===== src/rtl/matrix_scan_ctrl.sv =====
// Double-buffered 8x8 LED matrix scanner: per-row blanking, 8-level PWM duty, frame-aligned buffer swap.
// All outputs are registered one cycle behind the FSM; writes and swap requests are accepted every cycle.
module matrix_scan_ctrl #(
  parameter int BLANK_CYC = 4,
  parameter int PWM_UNIT  = 16
) (
  input  logic       clk,
  input  logic       rst,
  input  logic       en,
  input  logic [2:0] brightness,
  input  logic       wr_en,
  input  logic [2:0] wr_row,
  input  logic [7:0] wr_data,
  input  logic       swap_req,
  output logic [7:0] led_row,
  output logic [7:0] led_col,
  output logic       swap_ack,
  output logic       frame_done
);

  typedef enum logic [1:0] {IDLE, BLANK, DRIVE} state_t;

  localparam logic [7:0] BLANK_LAST = 8'(BLANK_CYC - 1);
  localparam logic [7:0] PWM_LAST   = 8'(PWM_UNIT - 1);

  state_t                 state, state_nxt;
  logic [2:0]             row, row_nxt;
  logic [7:0]             cnt, cnt_nxt;
  logic [2:0]             sub, sub_nxt;
  logic [2:0]             bright, bright_nxt;
  logic                   bank, back, pending;
  logic [1:0][7:0][7:0]   fb;
  logic [7:0]             front_row;
  logic                   do_swap, end_frame;
  logic [7:0]             row_d, col_d;

  assign back      = ~bank;
  assign front_row = fb[bank][row];

  always_comb begin
    state_nxt  = state;
    row_nxt    = row;
    cnt_nxt    = cnt;
    sub_nxt    = sub;
    bright_nxt = bright;
    do_swap    = 1'b0;
    end_frame  = 1'b0;
    if (!en) begin
      state_nxt = IDLE;
      row_nxt   = 3'd0;
      cnt_nxt   = 8'd0;
      sub_nxt   = 3'd0;
    end else begin
      case (state)
        IDLE: begin
          state_nxt  = BLANK;
          row_nxt    = 3'd0;
          cnt_nxt    = 8'd0;
          sub_nxt    = 3'd0;
          bright_nxt = brightness;
          do_swap    = pending;
        end
        BLANK: begin
          if (cnt == BLANK_LAST) begin
            state_nxt = DRIVE;
            cnt_nxt   = 8'd0;
            sub_nxt   = 3'd0;
          end else begin
            cnt_nxt = cnt + 8'd1;
          end
        end
        DRIVE: begin
          if (cnt == PWM_LAST) begin
            cnt_nxt = 8'd0;
            sub_nxt = sub + 3'd1;
            if (sub == 3'd7) begin
              // Row slot ends here; the frame boundary is the only safe point to flip buffers.
              state_nxt  = BLANK;
              row_nxt    = row + 3'd1;
              sub_nxt    = 3'd0;
              bright_nxt = brightness;
              if (row == 3'd7) begin
                end_frame = 1'b1;
                do_swap   = pending;
              end
            end
          end else begin
            cnt_nxt = cnt + 8'd1;
          end
        end
        default: state_nxt = IDLE;
      endcase
    end
  end

  // Output decode depends on state only, so row select and column data always come from the same row.
  always_comb begin
    row_d = 8'hFF;
    col_d = 8'h00;
    if (state == DRIVE) begin
      row_d = ~(8'b1 << row);
      if (sub <= bright) col_d = front_row;
    end
  end

  always_ff @(posedge clk or posedge rst) begin
    if (rst) begin
      state      <= IDLE;
      row        <= 3'd0;
      cnt        <= 8'd0;
      sub        <= 3'd0;
      bright     <= 3'd0;
      bank       <= 1'b0;
      pending    <= 1'b0;
      fb         <= '0;
      led_row    <= 8'hFF;
      led_col    <= 8'h00;
      swap_ack   <= 1'b0;
      frame_done <= 1'b0;
    end else begin
      state      <= state_nxt;
      row        <= row_nxt;
      cnt        <= cnt_nxt;
      sub        <= sub_nxt;
      bright     <= bright_nxt;
      led_row    <= row_d;
      led_col    <= col_d;
      swap_ack   <= do_swap;
      frame_done <= end_frame;
      if (do_swap) begin
        bank    <= ~bank;
        pending <= swap_req;
      end else begin
        pending <= pending | swap_req;
      end
      if (wr_en) fb[back][wr_row] <= wr_data;
    end
  end

endmodule


===== config.mk =====
export PLATFORM = sky130hd
export DESIGN_NAME = matrix_scan_ctrl
export DESIGN_NICKNAME = d
export VERILOG_FILES = /design/src/rtl/matrix_scan_ctrl.sv
export SDC_FILE = /design/constraint.sdc
export NUM_CORES = 1
export LEC_CHECK = 0
export ABC_AREA = 1
export CAP_MARGIN = 20
export CORE_ASPECT_RATIO = 0.9
export CORE_MARGIN = 1
export CORE_UTILIZATION = 50
export CTS_CLUSTER_SIZE = 8
export DETAILED_ROUTE_END_ITERATION = 7
export GPL_TIMING_DRIVEN = 0
export PLACE_DENSITY_LB_ADDON = 0.3
export RECOVER_POWER = 25
export REMOVE_ABC_BUFFERS = 1
export SKIP_LAST_GASP = 1
export SLEW_MARGIN = 5
export SYNTH_ARGS = -nofsm -noshare
export SYNTH_HDL_FRONTEND = slang
export SYNTH_SLANG_ARGS = --single-unit

===== constraint.sdc =====
create_clock -name clk -period 7.8 [get_ports clk]
set_input_delay 1.56 -clock clk [delete_from_list [all_inputs] [get_ports clk]]
set_output_delay 1.56 -clock clk [all_outputs]
set_load 0.03 [all_outputs]

After elaboration in Yosys (flattened, before gate mapping) --
Cells that the tools add are included.
Operators by class: bitwise gates (word level) 3, eq/ne operators 13, $add $sub $neg 3, mux-type cells 44, shifts and indexed selects 1, $lt $le $gt $ge 7, reduce and logical (&&, ||, !) cells 8
Operators with widths (number):
- 64-bit two-way mux | 3
- 128-bit bitwise mux | 1
- 64-bit demux with 1-bit select | 1
- 8-bit two-way mux | 8
- 3-bit two-way mux | 9
- 8-bit binary-select mux with 3-bit select | 1
- 8-bit demux with 3-bit select | 1
- 8-bit one-hot mux with 3 select lines | 1
- 3-bit one-hot mux with 2 select lines | 2
- 1-bit two-way mux | 10
- 3-bit inequality test (second input constant) | 3
- 3-bit one-hot mux with 3 select lines | 1
- 3-bit AND reduction | 3
- 8-bit by 1-bit adder with 8-bit output (second input constant) | 1
- 8-bit by 2-bit == test with 1-bit output (second input constant) | 1
- 8-bit by 4-bit == test with 1-bit output (second input constant) | 1
- 3-bit by 4-bit less-than comparator with 1-bit output (second input constant) | 2
- 2-bit two-way mux | 4
- 8-bit NOT | 1
- 1-bit by 3-bit left shift with 8-bit output (first input constant) | 1
- 3-bit by 1-bit adder with 3-bit output (second input constant) | 2
- 3-bit == test (second input constant) | 2
- 2-bit one-hot mux with 3 select lines | 1
- 1-bit by 2-bit less-than comparator with 1-bit output (second input constant) | 2
- 15 further kinds | 17
Word-level totals: output and inout bits 18, logic and storage cells 106, flip-flop bits (word level) 167

Depth between registers and ports, before layout --
Gate-level depths: netlist of run 1.
word-level depth 7, depth in mapped cells 9, gate-level depth less buffers 9

Worst setup path before layout of run 1 --
Ideal clock, no wire load.
kind in2reg, from in wr_row[0], to reg fb[120] (netlist name), setup slack 5240 ps, library setup time 131 ps, data required time 7669 ps, stages 7, data arrival time 2429 ps, path through buf_2 nand3_1 or2_1 buf_2 buf_2 nand2_1 o21ai_1
Between the ends: cells in the longest elaborated chain, start to end 7, elaborated cells between the ends (all ways) 8, classes of those cells order compare (2); mux (5); reduce/logical (1)
RTL lines:
- start, declared | RTL line 12 | input logic [2:0] wr_row,
- 3-bit by 4-bit less-than comparator with 1-bit output (implied by the code) / 3-bit by 1-bit >= comparator with 1-bit output (equally long branches) | RTL line 136 | if (wr_en) fb[back][wr_row] <= wr_data;
- 1-bit logical AND (implied by the code) | RTL line 136
- 8-bit two-way mux (implied by the code) | RTL line 136
- 8-bit demux with 3-bit select * | RTL line 136
- 64-bit two-way mux (implied by the code) * | RTL line 136
- 64-bit demux with 1-bit select * | RTL line 136
- 128-bit bitwise mux * | RTL line 136
- end signal, assigned by index | RTL line 136
- end, declared | RTL line 32 | logic [1:0][7:0][7:0] fb;
Mark *: on every way between the ends. The rest lies on a longest branch, timed or not. A chain may end at the register's enable or synchronous reset.

==> results of run 1 <==
[final timing paths]
kind / to / slack, ns / cells after the start
max: bank / 3.09 / 2
min: pending / 0.48 / 2
max reg2reg: fb[99] / 4.92 / 6
min reg2reg: pending / 0.48 / 2
max in group clk: led_row[3] / 4.65 / 1
min in group asynchronous: row[1] / 2.69 / 2
[layout make-up]
class	instances	area (µm²)	share of cell area, %
Sequential cell	167	4193	47.79
Multi-Input combinational cell	678	3115	35.51
Clock buffer	21	470.5	5.362
Timing Repair Buffer	38	399.1	4.549
Tap cell	198	247.7	2.824
Inverter	61	230.2	2.624
Clock inverter	10	117.6	1.341
[power groups by stage]
stage          logic [mW]  registers (mW)  clock network, mW
2_1_floorplan       0.668            1.43                  0
3_3_place_gp        0.867            1.47                  0
3_5_place_dp        0.888            1.48                  0
4_1_cts             0.901            1.47              0.852
5_1_grt              1.04            1.52              0.891
6_report            0.894            1.48              0.836
[cells by family (layout without fill, tap and decap cells)]
| kind of cell | after synthesis | in the layout | synth area share, % |
|---|---|---|---|
| AO/OA/AOI/OAI | 186 | 186 | 12.08 |
| adder cells (fa/ha/maj) | 15 | 15 | 2.416 |
| buffers and inverters | 115 | 130 | 5.975 |
| flip-flops | 167 | 167 | 53.92 |
| multiplexers | 1 | 1 | 0.1289 |
| AND/OR/NAND/NOR | 476 | 476 | 25.48 |
[state kept, by name, indices dropped and copies added, names as in the netlist]
signal      count
pending         1
cnt             8
swap_ack        1
row             3
led_row         8
led_col         8
frame_done      1
bright          3
fb            128
sub             3
bank            1
state           2
[placed cells by master (no fill, tap or decap), types with 6 or more instances in the layout]
master	count
inv_1	54
clkbuf_16	17
a21oi_1	54
inv_2	6
nor2_1	58
o21ai_1	40
clkdlybuf4s50_1	35
dfstp_2	8
ha_1	15
nand2_1	293
nand3_1	108
o21ai_0	89
dfrtp_1	158
[worst reg2reg max path: stages (launching register included)]
cell and delay (ns):
dfrtp_4 1.01, inv_2 0.66, nand2_2 0.34, inv_2 0.09, nand2_1 0.49, nand2_1 0.09
o21ai_1 0.10
[metal layers]
metal / global-route usage (%) / wire [µm] / vias up
met3: 5.199 / 1007 / 17
met2: 37.43 / 8252 / 170
met5: 0 / 0 / -
met1: 34.28 / 8439 / 3039
li1: - / - / 3112
met4: 7.813 / 302 / 0
==> flow_summary.yaml, run 1 <==
min_path:
  hold_path_class: "register to register"
  hp-start: "pending"
floorplanning:
  ios: 37
  rows: 42
  fp.dieW_um: 133.4
  core-area_um2: 14920
  die-height_um: 120.3
  die_area_um2: 16040
  initial_core_util_pct: 52.05
worst_setup_path:
  criticalPathCategory: "input pin to async pin"
  cp_slowest_cell: "clkinvlp_2"
  max_stage_delay_ns: 2.07
  cp_data_arrival_time_ns: 4.22
  cp.required_ns: 7.30
  critPathBufInv: 2
  cp-end-kind: "async pin"
  timing.rr.start: "bank"
  crit_start: "rst"
  cp_top_family: "buffers and inverters"
  crit_chain: "dlygate4sd3_1 > clkinvlp_2"
  worstPathMaxFanout: 83
  cp-start-kind: "input pin"
routing:
  dr.pass1.iters: 5
  drc: 0
  antenna_left: 0
  wl_per_cell_um: 15.35
  finalWirelength_um: 18000
  vias: 6338
  first_iter_violations: 577
  viasPerCell: 5.403
power:
  p_comb_share_pct: 27.9
  peakVddDrop_v: 0.0002046
  swShare_pct: 35.41
  power.density_nw_per_um2: 365.5
  p_seq_share_pct: 46.1
  p_int_mw: 2.071
  clockPowerShare_pct: 26.1
  power.switching_mw: 1.136
  p_leak_nw: 4.161
  finalPower_mw: 3.207
logic_synthesis:
  synthCells: 960
  netlist_area_um2: 7769
  synth.top_cells.by_count: "nand2_1, dfrtp_1, nand3_1, o21ai_0, nor2_1"
  async_flop_share_pct: 100.0
  synthFlopType: "dfrtp_1"
  synth_area_leaders: "dfrtp_1, nand2_1, nand3_1"
  netlist.area_leader.share_pct: 51.22
  yosys_warnings: 0
  synth-edff-count: 0
  synth_top_cell_by_area: "dfrtp_1"
  yosysMostFrequentCell: "nand2_1"
  ys_ff_latch: 167
  seq_area_frac_synth_pct: 53.92
  synth.distinct_cells: 27
  avgSynthCellArea_um2: 8.092
global_route:
  antenna_found_initial: 0
  grt_pass1_vias: 5868
  grt_max_degree: 86
  globalRouteTotalUtil_pct: 24.27
  grt_first_pass_wirelength_um: 30090
  overflow: 0
finish:
  fillCellCount: 1355
  drive_gt1_share_pct: 6.154
  final_cell_area_um2: 8773
  syn2layout_area_growth_pct: 12.93
  fin_cells: 1173
  antennaDiodeCount: 0
  fin_nets: 997
  final_util_pct: 58.79
timing:
  holdWs_ns: 0.4830
  finalCritPeriodShare_pct: 60.40
  setup_tns_ns: 0
  grt_setup_unrepaired: "false"
  min_period_ns: 4.712
  setup_viol: 0
  drv_slew: 83
  hold_viol: 0
  finClkSkew_ns: 0.007811
  relSlewSlack_pct: -146.5
  fmax_mhz: 212.2
  fin_ws_ns: 3.088
  worst_slew_pin_slew_ns: 3.677
placed_design:
  dp.cells: 1141
  placedInstanceArea_um2: 8180
  dpl.hpwl_um: 10600
  place.gp.congestion: 0.8045
  pre_cts_slack_ns: 4.138
  portBuffers: 36
clock_network:
  clock_latency_ns: 0.42
  post-cts-setup-buffers: 0
  htree_num_levels: 4
  clockBufferDepth: 2
  cts_root_buffer: "clkbuf_16"
  cts_tree: "yes"
  clk_pin_slew_worst_paths_ns: 0.06
  clock-sinks: 167
  numCtsBuffers: 17
  postCtsHoldBufs: 0
  ctsResizeCount: 0
status:
  status: "finished, violations left"
  violations: "capacitance limit, slew limit"
job:
  maxCapViolCount: 1
(Power assumes the default switching activity.)
==> run 2, diff against run 1 <==
==> constraint.sdc (replaced) <==
create_clock -name clk -period 3.8 [get_ports clk]
set_input_delay 0.76 -clock clk [delete_from_list [all_inputs] [get_ports clk]]
set_output_delay 0.76 -clock clk [all_outputs]
set_load 0.03 [all_outputs]
==> run 2 against run 1 <==
  * The run still ends with capacitance limit, slew limit left
  * Clock-buffer cell count unchanged
  * Combinational power is 110% higher
  * First-iteration DRC count unchanged
  * Clock skew hardly changed
  * Via count fell by 0.11%
  * Non-clock buffer count stayed put
  * Die area did not move
  * Cell count stayed put
  * Critical endpoint is now fb[99]
  * Largest power group unchanged
==> flow_summary.yaml, run 2 (same netlist as run 1, synthesis figures left out) <==
clock_network:
  htree_num_levels: 4
  clk_pin_slew_worst_paths_ns: 0.06
  post-cts-setup-buffers: 0
  numCtsBuffers: 17
  cts_root_buffer: "clkbuf_16"
  postCtsHoldBufs: 0
  clock-sinks: 167
  clock_latency_ns: 0.42
  cts_tree: "yes"
  clockBufferDepth: 2
  ctsResizeCount: 0
finish:
  fillCellCount: 1355
  regArea_um2: 4193
  regMostFlops: "fb"
  syn2layout_area_growth_pct: 12.97
  layout_common_cells: "nand2_1, dfrtp_1, nand3_1, o21ai_0, nor2_1"
  antennaDiodeCount: 0
  final_common_cell: "nand2_1"
  multi_input_area_um2: 3115
  largest_reg_flops: 128
  final_cell_area_um2: 8776
  drive_gt1_share_pct: 6.154
  fin_cells: 1173
  final_util_pct: 58.80
  fin_nets: 997
global_route:
  globalRouteTotalUtil_pct: 24.27
  grt_pass1_vias: 5868
  overflow: 0
  antenna_found_initial: 0
  grt_max_degree: 86
  grt_first_pass_wirelength_um: 30090
min_path:
  hold_path_class: "register to register"
  hold_depth: 2
worst_setup_path:
  r2r_cells: 6
  cp_data_arrival_time_ns: 3.22
  cp.depth: 6
  critPathBufInv: 2
  criticalPathCategory: "register to register"
  cp-start-kind: "register"
  cp_top_family: "flip-flops"
  cp.required_ns: 4.13
  max_stage_delay_ns: 1.01
  cp-end-kind: "register"
  worstPathMaxFanout: 81
  crit_chain: "inv_2 > nand2_2 > inv_2 > nand2_1 > nand2_1 > o21ai_1"
  cp_slowest_cell: "dfrtp_4"
timing:
  finalCritPeriodShare_pct: 75.94
  fmax_mhz: 346.5
  hold_viol: 0
  finClkSkew_ns: 0.007984
  setup_viol: 0
  drv_slew: 83
  relSlewSlack_pct: -18.59
  worst_slew_pin_slew_ns: 1.775
  min_period_ns: 2.886
  grt_setup_unrepaired: "false"
placed_design:
  dp.cells: 1141
  portBuffers: 36
  placedInstanceArea_um2: 8180
  dpl.hpwl_um: 10600
  place.gp.congestion: 0.8045
status:
  status: "finished, violations left"
  violations: "capacitance limit, slew limit"
routing:
  wl_per_cell_um: 15.36
  finalWirelength_um: 18020
  first_iter_violations: 577
  drc: 0
  vias: 6331
  viasPerCell: 5.397
  dr.pass1.iters: 5
  antenna_left: 0
power:
  peakVddDrop_v: 0.0004203
  power.density_nw_per_um2: 750.1
  finalPower_mw: 6.583
  p_leak_nw: 4.161
floorplanning:
  core-area_um2: 14920
  initial_core_util_pct: 52.05
  ios: 37
  die-height_um: 120.3
  rows: 42
  die_area_um2: 16040
  fp.dieW_um: 133.4
job:
  maxCapViolCount: 1
run 2: final cells by class:
type                            count  area share, %
Tap cell                          198          2.823
Timing Repair Buffer               38          4.548
Clock inverter                     10          1.340
Inverter                           61          2.652
Sequential cell                   167          47.78
Multi-Input combinational cell    678          35.50
Clock buffer                       21          5.361
run 2: worst reg2reg max path: stages, from the launching register on:
cell	delay, ns
dfrtp_4	1.01
inv_2	0.67
nand2_2	0.34
inv_2	0.09
nand2_1	0.49
nand2_1	0.09
o21ai_1	0.10
run 2: where the power goes:
group | total, mW | switching [mW] | internal (mW)
registers | 3.03 | 0.516 | 2.51
logic | 1.84 | 1.12 | 0.715
clock network | 1.72 | 0.695 | 1.02
total | 6.58 | 2.33 | 4.25
run 2: path summary, 6_finish.rpt:
| check | to | slack (ns) | startpoint |
|---|---|---|---|
| worst min register to register | pending | 0.48 | pending |
| min in group asynchronous | row[1] | 1.34 | rst |
| worst max-delay path | fb[99] | 0.91 | bank |
| max in group asynchronous | bank | 1.36 | rst |
| worst max register to register | fb[99] | 0.91 | bank |
| worst min-delay path | pending | 0.48 | pending |
run 2: per-layer routing:
metal	GRT usage, %	vias to the layer above	part of all wire (%)
met5	0	-	0
met1	34.28	3037	47
met2	37.43	167	46
li1	-	3110	-
met3	5.199	17	5.4
met4	7.813	0	1.7
run 2: per-stage QoR:
step | hold slack [ns] | worst slack (ns) | TNS [ns]
after floorplan | 0.4422 | -1.465 | -234.72
after global placement | 0.4604 | -3.676 | -643.44
after detailed placement | 0.4682 | 0.9378 | 0
after CTS | 0.4877 | 0.9394 | 0
after global routing | 0.5064 | 0.6791 | 0
final | 0.4831 | 0.9143 | 0
==> run 3, diff against run 2 <==
==> constraint.sdc (replaced) <==
create_clock -name clk -period 2.7 [get_ports clk]
set_input_delay 0.54 -clock clk [delete_from_list [all_inputs] [get_ports clk]]
set_output_delay 0.54 -clock clk [all_outputs]
set_load 0.03 [all_outputs]
==> run 3 against run 2 <==
  * The flow still finishes with violations (capacitance limit, slew limit)
  * Clock-buffer cell count unchanged
  * First-iteration DRC count down 12%
  * Design area up 0.27%
  * Sequential power up 39%
  * Die area unchanged
  * Maximum frequency up 17%
  * Register-to-register slack worse by 0.67 ns
  * Clock skew about the same
  * Worst setup slack worse by 0.67 ns
  * Clock power up 41%
  * Hold slack about the same
  * Critical path type unchanged
  * Highest routed layer unchanged
==> flow_summary.yaml, run 3 (same netlist as run 1, synthesis figures left out) <==
finish:
  fin_nets: 998
  drive_gt1_share_pct: 6.352
  regArea_um2: 4194
  final_cell_area_um2: 8800
  syn2layout_area_growth_pct: 13.27
  antennaDiodeCount: 0
  multi_input_area_um2: 3115
  layout_common_cells: "nand2_1, dfrtp_1, nand3_1, o21ai_0, nor2_1"
  largest_reg_flops: 128
  final_util_pct: 58.96
  fillCellCount: 1351
  fin_cells: 1174
  final_common_cell: "nand2_1"
  regMostFlops: "fb"
timing:
  grt_setup_unrepaired: "false"
  drv_slew: 83
  fmax_mhz: 406.5
  worst_slew_pin_slew_ns: 1.788
  min_period_ns: 2.460
  relSlewSlack_pct: -19.23
  hold_viol: 0
  fin_ws_ns: 0.2398
  finalCritPeriodShare_pct: 91.12
  finClkSkew_ns: 0.007979
  setup_viol: 0
floorplanning:
  ios: 37
  die_area_um2: 16040
  rows: 42
  initial_core_util_pct: 52.05
  die-height_um: 120.3
  core-area_um2: 14920
  fp.dieW_um: 133.4
worst_setup_path:
  cp-start-kind: "register"
  cp-end-kind: "register"
  criticalPathCategory: "register to register"
  cp_data_arrival_time_ns: 2.80
  cp.required_ns: 3.04
  r2r_cells: 4
  worstPathMaxFanout: 26
routing:
  drc: 0
  first_iter_violations: 507
  dr.pass1.iters: 5
  vias: 6357
  antenna_left: 0
  wl_per_cell_um: 15.55
  viasPerCell: 5.415
  finalWirelength_um: 18260
global_route:
  grt_max_degree: 86
  globalRouteTotalUtil_pct: 24.59
  antenna_found_initial: 0
  overflow: 0
  grt_pass1_vias: 5914
  grt_first_pass_wirelength_um: 30370
clock_network:
  clockBufferDepth: 2
  cts_tree: "yes"
  postCtsHoldBufs: 0
  clk_pin_slew_worst_paths_ns: 0.06
  numCtsBuffers: 17
  htree_num_levels: 4
  clock-sinks: 167
  clock_latency_ns: 0.42
  cts_root_buffer: "clkbuf_16"
placed_design:
  place.gp.congestion: 0.8045
  pre_cts_slack_ns: -0.1411
  portBuffers: 36
  placedInstanceArea_um2: 8180
  dpl.hpwl_um: 10600
  dp.cells: 1141
power:
  p_leak_nw: 4.169
  finalPower_mw: 9.328
  power.density_nw_per_um2: 1060
  peakVddDrop_v: 0.0005763
status:
  violations: "capacitance limit, slew limit"
  status: "finished, violations left"
min_path:
  hold_path_class: "register to register"
  hold_depth: 2
job:
  maxCapViolCount: 1
[run 3: cell types whose count changed in the layout (fill, tap and decap cells not counted), sizes merged]
cell,before,now
buf,2,3
[run 3: worst max-delay path, stage by stage (launching register included)]
cell and delay, ns:
dfrtp_1 1.14, inv_1 0.57, ha_1 0.45, nand2_1 0.05, o21ai_0 0.17
[run 3: area by class of cell]
| cell class | count | share of cell area (%) |
|---|---|---|
| timing repair buffer | 39 | 4.763 |
| inverter | 61 | 2.673 |
| clock inverter | 10 | 1.337 |
| multi-input combinational | 678 | 35.40 |
| tap | 198 | 2.815 |
| sequential | 167 | 47.66 |
| clock buffer | 21 | 5.346 |
[run 3: final timing paths]
path,from,to,slack [ns]
min in group asynchronous,rst,row[1],1.10
setup / recovery,row[1],row[1],0.24
max in group asynchronous,rst,bank,0.48
hold / removal,pending,pending,0.48
setup reg to reg,row[1],row[1],0.24
hold reg to reg,pending,pending,0.48
[run 3: layer usage]
metal	GRT usage [%]	part of all wire [%]	up-vias
met5	0	0	-
met4	7.813	1.7	0
met3	5.325	5.8	16
met2	38.44	47	170
met1	34.28	46	3050
li1	-	-	3121
[run 3: repair_timing]
| item | in CTS | in global routing |
|---|---|---|
| gates resized for setup | 1 | 2 |
| buffers inserted | 1 | 0 |
| setup endpoints to repair | 59 | 61 |
[run 3: per-stage QoR]
stage	setup TNS [ns]	hold slack [ns]
after global routing	0	0.5064
final	0	0.4828
after floorplan	-393.78	0.4422
after detailed placement	-5.031	0.4682
after global placement	-919.10	0.4604
after CTS	0	0.4877
[run 3: power by group]
part | total [mW] | internal, mW | switching, mW | leakage, nW
Combinational | 2.70 | 1.03 | 1.67 | 1.80
Clock | 2.42 | 1.44 | 0.984 | 0.290
Sequential | 4.20 | 3.54 | 0.663 | 2.08
Total | 9.33 | 6.01 | 3.32 | 4.17
